### src/rtl/nlms_frame_sequencer.sv
// nlms_frame_sequencer
// Per-sample frame controller for the 32-tap NLMS datapath. A Moore FSM steps
// through FILTER (MAC sweep), LATCH (error capture), DIV (normaliser) and
// UPDATE (tap-by-tap weight write), then pulses frame_done. It also keeps a
// completed-frame count and two sticky error flags. Every output comes from a
// register or is decoded from the state register, so no input reaches an
// output combinationally.

module nlms_frame_sequencer #(
    parameter int TAPS        = 32,
    parameter int FILT_CYCLES = 36,
    parameter int DIV_TIMEOUT = 63,
    parameter int ADDR_W      = 6
) (
    input  logic              clk,
    input  logic              rstn,
    input  logic              sample_valid,
    input  logic              adapt_en,
    input  logic              div_done,
    input  logic              clr_err,
    output logic              sample_ready,
    output logic              adap_filter_state,
    output logic              div_state,
    output logic              upd_en,
    output logic [ADDR_W-1:0] upd_addr,
    output logic              frame_done,
    output logic [15:0]       sample_cnt,
    output logic              err_overrun,
    output logic              err_timeout
);

    // One extra bit over the tap address so that the FILTER and DIV dwell
    // counts, which exceed TAPS, fit in the same counter.
    localparam int CNT_W = ADDR_W + 1;

    // Terminal counter values: each state is left in the cycle where the
    // counter, cleared on entry, reaches its dwell length minus one.
    localparam logic [CNT_W-1:0] FILT_LAST = CNT_W'(FILT_CYCLES - 1);
    localparam logic [CNT_W-1:0] DIV_LAST  = CNT_W'(DIV_TIMEOUT - 1);
    localparam logic [CNT_W-1:0] UPD_LAST  = CNT_W'(TAPS - 1);

    localparam logic [2:0] S_IDLE   = 3'd0;
    localparam logic [2:0] S_FILTER = 3'd1;
    localparam logic [2:0] S_LATCH  = 3'd2;
    localparam logic [2:0] S_DIV    = 3'd3;
    localparam logic [2:0] S_UPDATE = 3'd4;
    localparam logic [2:0] S_DONE   = 3'd5;

    logic [2:0]       r_state;
    logic [2:0]       w_next;
    logic [CNT_W-1:0] r_cnt;
    logic             r_adapt_q;
    logic [15:0]      r_sample_cnt;
    logic             r_err_overrun;
    logic             r_err_timeout;

    logic             w_accept;
    logic             w_overrun_set;
    logic             w_timeout_set;

    // A sample is only taken in IDLE; anywhere else (DONE included) it is
    // dropped and flagged, without disturbing the frame in progress.
    assign w_accept      = (r_state == S_IDLE) && sample_valid;
    assign w_overrun_set = (r_state != S_IDLE) && sample_valid;

    // A div_done arriving in the final DIV cycle still counts as an answer,
    // so the timeout only fires when that last cycle passes silently.
    assign w_timeout_set = (r_state == S_DIV) && !div_done && (r_cnt == DIV_LAST);

    // Next-state decode for the frame sequence.
    always_comb begin
        w_next = r_state;
        case (r_state)
            S_IDLE: begin
                if (sample_valid) begin
                    w_next = S_FILTER;
                end
            end
            S_FILTER: begin
                if (r_cnt == FILT_LAST) begin
                    w_next = S_LATCH;
                end
            end
            S_LATCH: begin
                w_next = r_adapt_q ? S_DIV : S_DONE;
            end
            S_DIV: begin
                if (div_done) begin
                    w_next = S_UPDATE;
                end else if (r_cnt == DIV_LAST) begin
                    w_next = S_DONE;
                end
            end
            S_UPDATE: begin
                if (r_cnt == UPD_LAST) begin
                    w_next = S_DONE;
                end
            end
            S_DONE: begin
                w_next = S_IDLE;
            end
            default: begin
                w_next = S_IDLE;
            end
        endcase
    end

    // State register plus the shared dwell counter, cleared on every state
    // change so each state counts from zero.
    always_ff @(posedge clk or negedge rstn) begin
        if (!rstn) begin
            r_state <= S_IDLE;
            r_cnt   <= '0;
        end else begin
            r_state <= w_next;
            if (w_next != r_state) begin
                r_cnt <= '0;
            end else begin
                r_cnt <= r_cnt + CNT_W'(1);
            end
        end
    end

    // Capture the frame mode at acceptance so adapt_en may change mid-frame.
    always_ff @(posedge clk or negedge rstn) begin
        if (!rstn) begin
            r_adapt_q <= 1'b0;
        end else if (w_accept) begin
            r_adapt_q <= adapt_en;
        end
    end

    // Completed-frame counter; it steps as DONE is left and wraps naturally.
    always_ff @(posedge clk or negedge rstn) begin
        if (!rstn) begin
            r_sample_cnt <= '0;
        end else if (r_state == S_DONE) begin
            r_sample_cnt <= r_sample_cnt + 16'd1;
        end
    end

    // Sticky error flags: a new error in the same cycle as clr_err survives.
    always_ff @(posedge clk or negedge rstn) begin
        if (!rstn) begin
            r_err_overrun <= 1'b0;
            r_err_timeout <= 1'b0;
        end else begin
            if (w_overrun_set) begin
                r_err_overrun <= 1'b1;
            end else if (clr_err) begin
                r_err_overrun <= 1'b0;
            end
            if (w_timeout_set) begin
                r_err_timeout <= 1'b1;
            end else if (clr_err) begin
                r_err_timeout <= 1'b0;
            end
        end
    end

    // Strobes are pure state decodes; the weight address is the UPDATE dwell
    // count and reads zero in every other state.
    assign sample_ready      = (r_state == S_IDLE);
    assign adap_filter_state = (r_state == S_FILTER);
    assign div_state         = (r_state == S_DIV);
    assign upd_en            = (r_state == S_UPDATE);
    assign upd_addr          = (r_state == S_UPDATE) ? r_cnt[ADDR_W-1:0] : '0;
    assign frame_done        = (r_state == S_DONE);
    assign sample_cnt        = r_sample_cnt;
    assign err_overrun       = r_err_overrun;
    assign err_timeout       = r_err_timeout;

endmodule

### config.mk
export PLATFORM = sky130hd
export DESIGN_NAME = nlms_frame_sequencer
export DESIGN_NICKNAME = d
export VERILOG_FILES = /design/src/rtl/nlms_frame_sequencer.sv
export SDC_FILE = /design/constraint.sdc
export NUM_CORES = 1
export LEC_CHECK = 0
export CORE_ASPECT_RATIO = 0.6
export CORE_UTILIZATION = 49
export DETAILED_ROUTE_END_ITERATION = 10
export GPL_ROUTABILITY_DRIVEN = 0
export PLACE_DENSITY = 0.78
export SETUP_SLACK_MARGIN = 0.02
export SYNTH_ARGS = -nofsm -noshare
export SYNTH_HDL_FRONTEND = slang
export SYNTH_SLANG_ARGS = --single-unit
### constraint.sdc
create_clock -name clk -period 2.25 [get_ports clk]
set_input_delay 0.45 -clock clk [delete_from_list [all_inputs] [get_ports clk]]
set_output_delay 0.45 -clock clk [all_outputs]
set_load 0.03 [all_outputs]
==> summary.txt <==
Final layout
  • Most frequent cells in the layout: 28 x dfrtp_1, 23 x clkdlybuf4s50_1, 15 x xnor2_1
  • Commonest non-fill, non-tap cell in the layout: dfrtp_1
  • Layout net count: 198
  • Fillers: 238
  • Ant diodes: 0
  • Layout area overhead: 32.2%
  • Layout cells sized above 1: 12.6%

Critical path
  • Crit start category: flop
  • Worst path arrival time: 1.67 ns
  • CP Max Fanout: 7
  • Worst Setup Path Type: flop to output pin
  • Critical Path, Cell by Cell: inv_2 > nand3_1 > inv_1 > and2_1 > dlygate4sd2_1
  • Slowest stage delay, CP: 0.43 ns
  • CP max-delay cell: dfrtp_1
  • Worst EP required: 1.80 ns
  • CP endpoint kind: output pin

Power and ir drop
  • Worst-case vdd ir drop: 0.524 mV
  • Clock power frac: 26.3%
  • Reg power frac: 42.3%
  • Combinational share of power: 31.3%
  • Net Sw Power: 0.659 mW
  • Pwr/cell area: 888 mW/mm^2
  • Static Leak: 0.919 nW
  • Sw Ratio: 36.6%
  • Power consumption: 1.80 mW
  • Internal power: 1.14 mW

Synth
  • Synth Net Count: 158
  • Post-Syn Area: 0.00153 sq mm
  • Post-Syn Area per Cell: 10.3 sq um
  • Synth area leader: dfrtp_1
  • Post-Synthesis Cells: 149
  • Yosys warns: 0
  • Post-synth top flop: dfrtp_1
  • Ys async rst share: 100%
  • Sequential share of the synthesized area: 47.3%
  • Synth top area cells: dfrtp_1 47%, xnor2_1 8.6%, a211oi_1 3.4%
  • Number of synthesized register bits: 29
  • Yosys top cell area share: 47.3%
  • EDFF count, synth: 0
  • Cell variety after synth: 40

CTS
  • Clock transition at path regs: 0.06 ns
  • Clock Latency Late Sink: 0.28 ns
  • Clk buf depth: 2
  • Clock sink count: 29
  • CTS H-tree lvls: 2
  • CTS tree: built
  • Post CTS Setup Buffer Count: 0
  • Root Buffer: clkbuf_8
  • Number of CTS-inserted buffers: 5

Detailed routing
  • Pre-antenna DRT Iters: 4
  • # DRC: 0
  • Total wire length: 3410 um
  • Via density: 5.45
  • Initial DRC Count: 135
  • Vias: 1265
  • Post-DR wirelength/cell: 14.7 um
  • Post-route ant nets: 0

Floorplan
  • Die Wd: 74.2 um
  • Starting Density: 52.4%
  • Chip height: 45.3 um
  • Die area: 0.00336 sq mm
  • Core area: 0.00293 sq mm
  • Io pins: 35
  • Row cnt: 15

Placement
  • I/O Buffers: 34
  • Detailed placement HPWL: 2410 um

STA
  • Setup tns final: 0 ns
  • Final Hold Fails: 0
  • Final Setup Violations: 0
  • Final Max Tran Viols: 0
  • Final Cycle Share: 94.2%
  • Hold_ws: 0.495 ns
  • Clk_skew: 0.00358 ns
  • Worst Max-Slew Pin Slew: 0.548 ns
  • Min cycle time layout: 2.12 ns
  • RSZ-0062 raised after global routing: no
  • Achievable Freq: 472 MHz
  • Worst slew margin: 63.2%

Run
  • Max cap viols: 0

Hold path
  • Hold Crit Class: flop to flop

Global route
  • Congestion Overflow GR: 0
  • Vias in the first global route: 1144
  • First-pass GRT wire length: 5610 um
  • Largest net degree at the start of global routing: 30
  • Initial antenna violation count: 0
  • All-Layer GR Usage: 23.6%

Status
  • Status: finished clean
[stage by stage]
step / std cells / instance area (sq um) / util [%] / setup slack [ns]
final: 232 / 2030 / 69.2 / 0.131
after global routing: 232 / 2030 / 69.2 / 0.0525
after CTS: 232 / 2020 / 68.9 / 0.0227
after detailed placement: 224 / 1930 / 65.8 / 0.0865
after global placement: 224 / 1930 / 65.8 / 0.144
after floorplan: 149 / 1530 / - / 0.342
[cells by family (layout without fill, tap and decap cells)]
logic type / after synthesis / in the layout / share of synthesized area, %
buffers and inverters: 14 / 55 / 3.92
adders and majority gates: 3 / 3 / 2.45
and+or+nand+nor: 58 / 58 / 21.7
xor gates and xnor gates: 20 / 20 / 11.4
AOI/OAI and AO/OA: 24 / 24 / 12.4
muxes: 1 / 1 / 0.735
DFF: 29 / 29 / 47.3
[cells in the mapped netlist (2+ instances only)]
| cell type | instances |
|---|---|
| a211oi_1 | 7 |
| a21oi_1 | 4 |
| a31oi_1 | 3 |
| a41o_1 | 2 |
| and2_1 | 4 |
| and3_1 | 3 |
| buf_2 | 3 |
| dfrtp_1 | 29 |
| ha_1 | 3 |
| inv_1 | 7 |
| inv_2 | 3 |
| nand2_1 | 14 |
| nand2b_1 | 3 |
| nand3_1 | 8 |
| nand4_1 | 6 |
| nor2_1 | 7 |
| nor3_1 | 2 |
| xnor2_1 | 15 |
| xor2_1 | 5 |
[critical path: cells and delay by family, from the launching register on]
family	cells	cell delay, ns
flip-flops	1	0.43
AND/OR/NAND/NOR	2	0.27
buffers and inverters	3	0.69
[registers in the layout (all words and copies together), names as in the netlist]
name,flops
sample_cnt,16
r_state,3
err_timeout,1
err_overrun,1
r_adapt_q,1
r_cnt,7
[power by group through the flow]
stage               clock network (mW)  registers, mW  logic (mW)
CTS                              0.489          0.757       0.567
floorplan                            0          0.754       0.386
global placement                     0          0.758       0.556
detailed placement                   0          0.764       0.559
global route                     0.511          0.781       0.611
finish                           0.474          0.761       0.564
[worst paths after layout]
| check | from | end | slack (ns) | cells past startpoint |
|---|---|---|---|---|
| worst min-delay path | sample_cnt[15] | sample_cnt[15] | 0.49 | 1 |
| worst max register to register | r_cnt[0] | r_cnt[2] | 0.26 | 5 |
| worst max-delay path | r_state[1] | upd_addr[2] | 0.13 | 5 |
| min in group asynchronous | rstn | r_adapt_q | 0.55 | 2 |
| worst min register to register | sample_cnt[15] | sample_cnt[15] | 0.49 | 1 |
| max in group asynchronous | rstn | r_state[2] | 1.41 | 2 |
[repair_timing]
| item | CTS | global route |
|---|---|---|
| resized for setup | 9 | 3 |
| endpoints found under the setup margin | 10 | 3 |
| hold buffers | 0 | 0 |
[per-layer routing]
layer  wire length [um]  track usage (%)  share of wire [%]
met5                  0                0                  0
met1               1680             34.8                 49
met4                 50             10.8                1.5
met2               1410             30.7                 41
met3                270             8.04                7.9
[final cells by class]
class	count	area, sq um	area share, %
flip-flops and latches	29	727	35.9
repair buffers	37	360	17.8
clock inverters	1	5.00	0.247
clock buffers	7	96.3	4.76
inverters	10	37.5	1.85
multi-input cells	106	747	36.9
well taps	42	52.6	2.59
Note: power is estimated with default switching activity, not from simulation.
